[config.mk]
export PLATFORM = sky130hd
export DESIGN_NAME = ps2_key_decoder
export DESIGN_NICKNAME = d
export VERILOG_FILES = /design/src/rtl/ps2_key_decoder.sv
export SDC_FILE = /design/constraint.sdc
export NUM_CORES = 1
export LEC_CHECK = 0
export ABC_AREA = 1
export CAP_MARGIN = 10
export CORE_ASPECT_RATIO = 1.2
export CORE_MARGIN = 8
export CORE_UTILIZATION = 55
export DETAILED_ROUTE_END_ITERATION = 7
export GPL_TIMING_DRIVEN = 0
export HOLD_SLACK_MARGIN = 0.1
export PLACE_DENSITY_LB_ADDON = 0.2
export SYNTH_ARGS = -nofsm -noshare
export SYNTH_HDL_FRONTEND = slang
export SYNTH_SLANG_ARGS = --single-unit
export TNS_END_PERCENT = 50
[constraint.sdc]
create_clock -name clk -period 1.72 [get_ports clk]
set_input_delay 0.344 -clock clk [delete_from_list [all_inputs] [get_ports clk]]
set_output_delay 0.344 -clock clk [all_outputs]
set_load 0.005 [all_outputs]
[src/rtl/ps2_key_decoder.sv]
// Turns PS/2 scan code set 2 bytes into held-key levels and drop pulses for two players.
// Latency: 1 cycle from byte_valid to registered outputs; no backpressure, every strobe is consumed.
module ps2_key_decoder #(
   parameter int TIMEOUT_CYCLES = 2_500_000
) (
   input  logic       clk,
   input  logic       reset,
   input  logic [7:0] byte_in,
   input  logic       byte_valid,
   input  logic       release_all,
   output logic       j1_up,
   output logic       j1_down,
   output logic       j1_left,
   output logic       j1_right,
   output logic       j1_drop,
   output logic       j2_up,
   output logic       j2_down,
   output logic       j2_left,
   output logic       j2_right,
   output logic       j2_drop,
   output logic       j1_drop_pulse,
   output logic       j2_drop_pulse
);
   localparam int CW = (TIMEOUT_CYCLES > 2) ? $clog2(TIMEOUT_CYCLES) : 1;
   // Reaching TIMEOUT_CYCLES-1 abandons the prefix, so the last live count is TIMEOUT_CYCLES-2.
   localparam logic [CW-1:0] CNT_LAST = CW'(TIMEOUT_CYCLES - 2);

   typedef enum logic [1:0] {
      IDLE    = 2'd0,
      EXT     = 2'd1,
      BRK     = 2'd2,
      EXT_BRK = 2'd3
   } state_t;

   state_t        state_q, state_d;
   logic [CW-1:0] cnt_q, cnt_d;
   logic [9:0]    keys_q, keys_d;
   logic [1:0]    pulse_q, pulse_d;
   logic          is_ext, is_brk;
   logic [9:0]    key_mask;

   assign is_ext = (state_q == EXT) || (state_q == EXT_BRK);
   assign is_brk = (state_q == BRK) || (state_q == EXT_BRK);

   // Key bit order: j1 up/down/left/right/drop, then j2 up/down/left/right/drop.
   always_comb begin
      key_mask = '0;
      if (is_ext) begin
         case (byte_in)
            8'h75:   key_mask[5] = 1'b1;
            8'h72:   key_mask[6] = 1'b1;
            8'h6B:   key_mask[7] = 1'b1;
            8'h74:   key_mask[8] = 1'b1;
            default: ;
         endcase
      end else begin
         case (byte_in)
            8'h1D:   key_mask[0] = 1'b1;
            8'h1B:   key_mask[1] = 1'b1;
            8'h1C:   key_mask[2] = 1'b1;
            8'h23:   key_mask[3] = 1'b1;
            8'h29:   key_mask[4] = 1'b1;
            8'h5A:   key_mask[9] = 1'b1;
            default: ;
         endcase
      end
   end

   always_comb begin
      state_d = state_q;
      cnt_d   = cnt_q;
      keys_d  = keys_q;
      pulse_d = 2'b00;
      if (release_all) begin
         state_d = IDLE;
         cnt_d   = '0;
         keys_d  = '0;
      end else if (byte_valid) begin
         cnt_d = '0;
         if (byte_in == 8'hE0) begin
            state_d = EXT;
         end else if (byte_in == 8'hF0) begin
            case (state_q)
               IDLE:    state_d = BRK;
               EXT:     state_d = EXT_BRK;
               default: state_d = state_q;
            endcase
         end else begin
            state_d = IDLE;
            if (is_brk) begin
               keys_d = keys_q & ~key_mask;
            end else begin
               keys_d     = keys_q | key_mask;
               pulse_d[0] = key_mask[4] & ~keys_q[4];
               pulse_d[1] = key_mask[9] & ~keys_q[9];
            end
         end
      end else if (state_q != IDLE) begin
         if (cnt_q == CNT_LAST) begin
            state_d = IDLE;
            cnt_d   = '0;
         end else begin
            cnt_d = cnt_q + CW'(1);
         end
      end
   end

   always_ff @(posedge clk) begin
      if (reset) begin
         state_q <= IDLE;
         cnt_q   <= '0;
         keys_q  <= '0;
         pulse_q <= 2'b00;
      end else begin
         state_q <= state_d;
         cnt_q   <= cnt_d;
         keys_q  <= keys_d;
         pulse_q <= pulse_d;
      end
   end

   assign j1_up         = keys_q[0];
   assign j1_down       = keys_q[1];
   assign j1_left       = keys_q[2];
   assign j1_right      = keys_q[3];
   assign j1_drop       = keys_q[4];
   assign j2_up         = keys_q[5];
   assign j2_down       = keys_q[6];
   assign j2_left       = keys_q[7];
   assign j2_right      = keys_q[8];
   assign j2_drop       = keys_q[9];
   assign j1_drop_pulse = pulse_q[0];
   assign j2_drop_pulse = pulse_q[1];
endmodule

==> impl_metrics.py <==
metrics = {
    "route": {
        "wl_um": 4764,
        "drt-pass1-iter-count": 4,
        "drc": 0,
        "wl_per_cell_um": 12.12,
        "drt.antenna.violating_nets": 0,
        "drtIter0Drc": 98,
        "post_drt_via_cell_ratio": 5.318,
        "via_count": 2090,
    },
    "global_routing": {
        "grt_max_degree": 11,
        "grt_pass1_vias": 2012,
        "antenna_found_initial": 0,
        "globalRouteOverflowTotal": 0,
        "grt_use_total_pct": 17.89,
        "grt_pass1_wl_um": 8307,
    },
    "power_and_ir_drop": {
        "p_per_area_nw_per_um2": 643.4,
        "p_seq_share_pct": 53.2,
        "p_switching_mw": 0.3656,
        "p_clk_share_pct": 39.6,
        "vdd_drop_max_v": 0.0004065,
        "combPwrFrac_pct": 7.1,
        "p_leak_nw": 0.8923,
        "switching_share_pct": 23.26,
        "p_int_mw": 1.206,
        "power.total_mw": 1.571,
    },
    "worst_setup_path": {
        "cp-start-kind": "input pin",
        "end_kind": "flop",
        "critical_path_class": "in -> reg",
        "rrSetupSlack_ns": 0.14,
        "required_ns": 1.93,
        "critPathMaxFanout": 10,
        "arrival_ns": 1.84,
    },
    "placement": {
        "numPortBuffers": 23,
        "place_inst": 383,
        "gp_congestion": 0.9508,
        "place_hpwl_um": 3589,
    },
    "flow_run": {
        "cap_violations": 0,
    },
    "sta": {
        "finClkSkew_ns": 0.005154,
        "fmax_ghz": 0.6129,
        "min_period_ns": 1.632,
        "worstMarginPinSlew_ns": 0.4792,
        "hold_viol_final": 0,
        "final_max_slew_viol_count": 0,
        "holdWs_ns": 0.4510,
        "slew_headroom_pct": 68.05,
        "period_share_pct": 94.86,
        "setup_viol": 0,
        "rsz0062_at_grt": "yes",
    },
    "outcome": {
        "status": "finished, final reports clean",
    },
    "logic_synthesis": {
        "synth_cells": 321,
        "ys_seq_elements": 36,
        "ys_warn_count": 0,
        "yosysTopAreaCellShare_pct": 35.67,
        "synth_area_leaders": "dfxtp_1, nand2_1, nor2_1, nand3_1, inv_1",
        "mappedNetlistArea_um2": 2021,
        "syn_nets": 335,
        "synth.distinct_cells": 28,
        "synth_area_per_cell_um2": 6.295,
        "yosysSeqAreaShare_pct": 35.67,
        "yosys.area.top_type": "dfxtp_1",
    },
    "cells_and_area": {
        "layoutNonFillerInstCount": 393,
        "nets": 367,
        "multiInputGateArea_um2": 1167,
        "fin_util_pct": 68.35,
        "fill_cells": 316,
        "layout-drive-gt1-share_pct": 7.627,
        "num_antenna_cells": 0,
        "seq_area_um2": 721.9,
        "syn_to_final_growth_pct": 20.87,
    },
    "min_path": {
        "hp-class": "reg -> reg",
    },
    "cts": {
        "clockBufferDepth": 2,
        "cts_buffers": 5,
        "cts_tree": "done",
        "path_clk_slew_ns": 0.07,
        "clock-sinks": 36,
        "cts-htree-levels": 2,
        "clkLatencyLatePin_ns": 0.29,
        "cts_root_buffer": "clkbuf_8",
    },
    "floorplan": {
        "rows": 24,
        "die-area_um2": 5878,
        "die_w_um": 71.33,
        "core_area_um2": 3573,
        "io_pins": 24,
        "start_util_pct": 56.55,
        "die_h_um": 82.40,
    },
}
==> layout by cell type (no fill, tap or decap), types with 3 or more instances in the layout <==
cell,n
nor2_2,6
clkdlybuf4s50_1,20
nand3_1,27
a21oi_1,14
nor2_1,67
o21ai_0,4
clkbuf_1,3
dlymetal6s2s_1,3
clkbuf_8,6
inv_1,34
dfxtp_1,35
nor3_1,19
xor2_1,4
nor2_4,3
nand4_1,9
nand2_1,77
==> per-layer routing <==
layer	GRT usage, %	vias up	part of all wire [%]
met5	0	-	0
met4	11.46	0	3.7
met3	5.072	16	5.0
met2	32.57	57	50
met1	17.77	930	41
li1	-	1087	-
==> cells in the mapped netlist <==
master    instances
nor3_1           20
a211oi_1          1
o21ai_1           1
xnor2_1           2
inv_1            34
a21o_1            1
nor2_1           71
nor2_2            3
nor3_4            1
and3_1            1
nand2_1          77
ha_1              2
nor2_4            2
or2_0             1
nand2_2           1
buf_4             1
inv_2             2
o21ai_0           4
nand2_4           1
nand3b_1          1
nand4_1           9
a21oi_1          14
dfxtp_1          36
nand3_1          28
clkbuf_1          1
xor2_1            4
o21a_1            1
buf_6             1
==> power groups by stage <==
stage | Sequential, mW | Combinational (mW) | Clock [mW]
floorplan | 0.855 | 0.0547 | 0
finish | 0.836 | 0.112 | 0.623
global placement | 0.855 | 0.103 | 0
global route | 0.836 | 0.124 | 0.667
detailed placement | 0.855 | 0.104 | 0
CTS | 0.836 | 0.105 | 0.630
==> final timing paths <==
check	from	to	depth (start not counted)
worst max register to register	state_q[0]	state_q[1]	8
worst max-delay path	byte_in[6]	flop	10
worst min-delay path	flop	pulse_q[1]	1
worst min register to register	flop	pulse_q[1]	1
==> timing repair <==
| item | 4_1_cts | 5_1_grt |
|---|---|---|
| pin swaps | 0 | 2 |
| setup endpoints to repair | 1 | 11 |
| hold buffers | 0 | 0 |
| setup buffers | 0 | 2 |
| resized for setup | 1 | 11 |
==> final cells by class <==
class,instances,area share (%)
inverter,36,5.533
sequential,36,29.56
clock buffer,8,3.689
tap,39,1.998
buffer,3,1.076
multi-input combinational,246,47.80
timing repair buffer,25,10.35
==> metrics by stage <==
| step | setup slack, ns | instance area, um^2 | TNS, ns |
|---|---|---|---|
| 2_1_floorplan | 0.3969 | 2021 | 0 |
| 3_3_place_gp | -0.3060 | 2300 | -6.548 |
| 3_5_place_dp | -0.3733 | 2300 | -7.502 |
| 4_1_cts | 0.02444 | 2395 | 0 |
| 5_1_grt | -0.001019 | 2442 | -0.001019 |
| 6_report | 0.08846 | 2442 | 0 |
==> cells by family (layout without fill, tap and decap cells) <==
group / count (synthesis) / count (layout) / share of synthesized area [%]
compound gates: 22 / 22 / 5.821
xor+xnor: 6 / 6 / 2.601
fa+ha+maj: 2 / 2 / 1.238
buf+inv: 39 / 72 / 7.802
flops: 36 / 36 / 35.67
simple gates: 216 / 216 / 46.87
==> worst max-delay path, cell delays in order <==
cell and delay, ns:
clkdlybuf4s50_1 0.52, nand2_1 0.10, inv_1 0.08, nand3_1 0.10
nor2_1 0.18, nor2_2 0.10, buf_6 0.15, nand2_1 0.05
nor2_1 0.04, nor3_1 0.17
(Power assumes the default switching activity.)
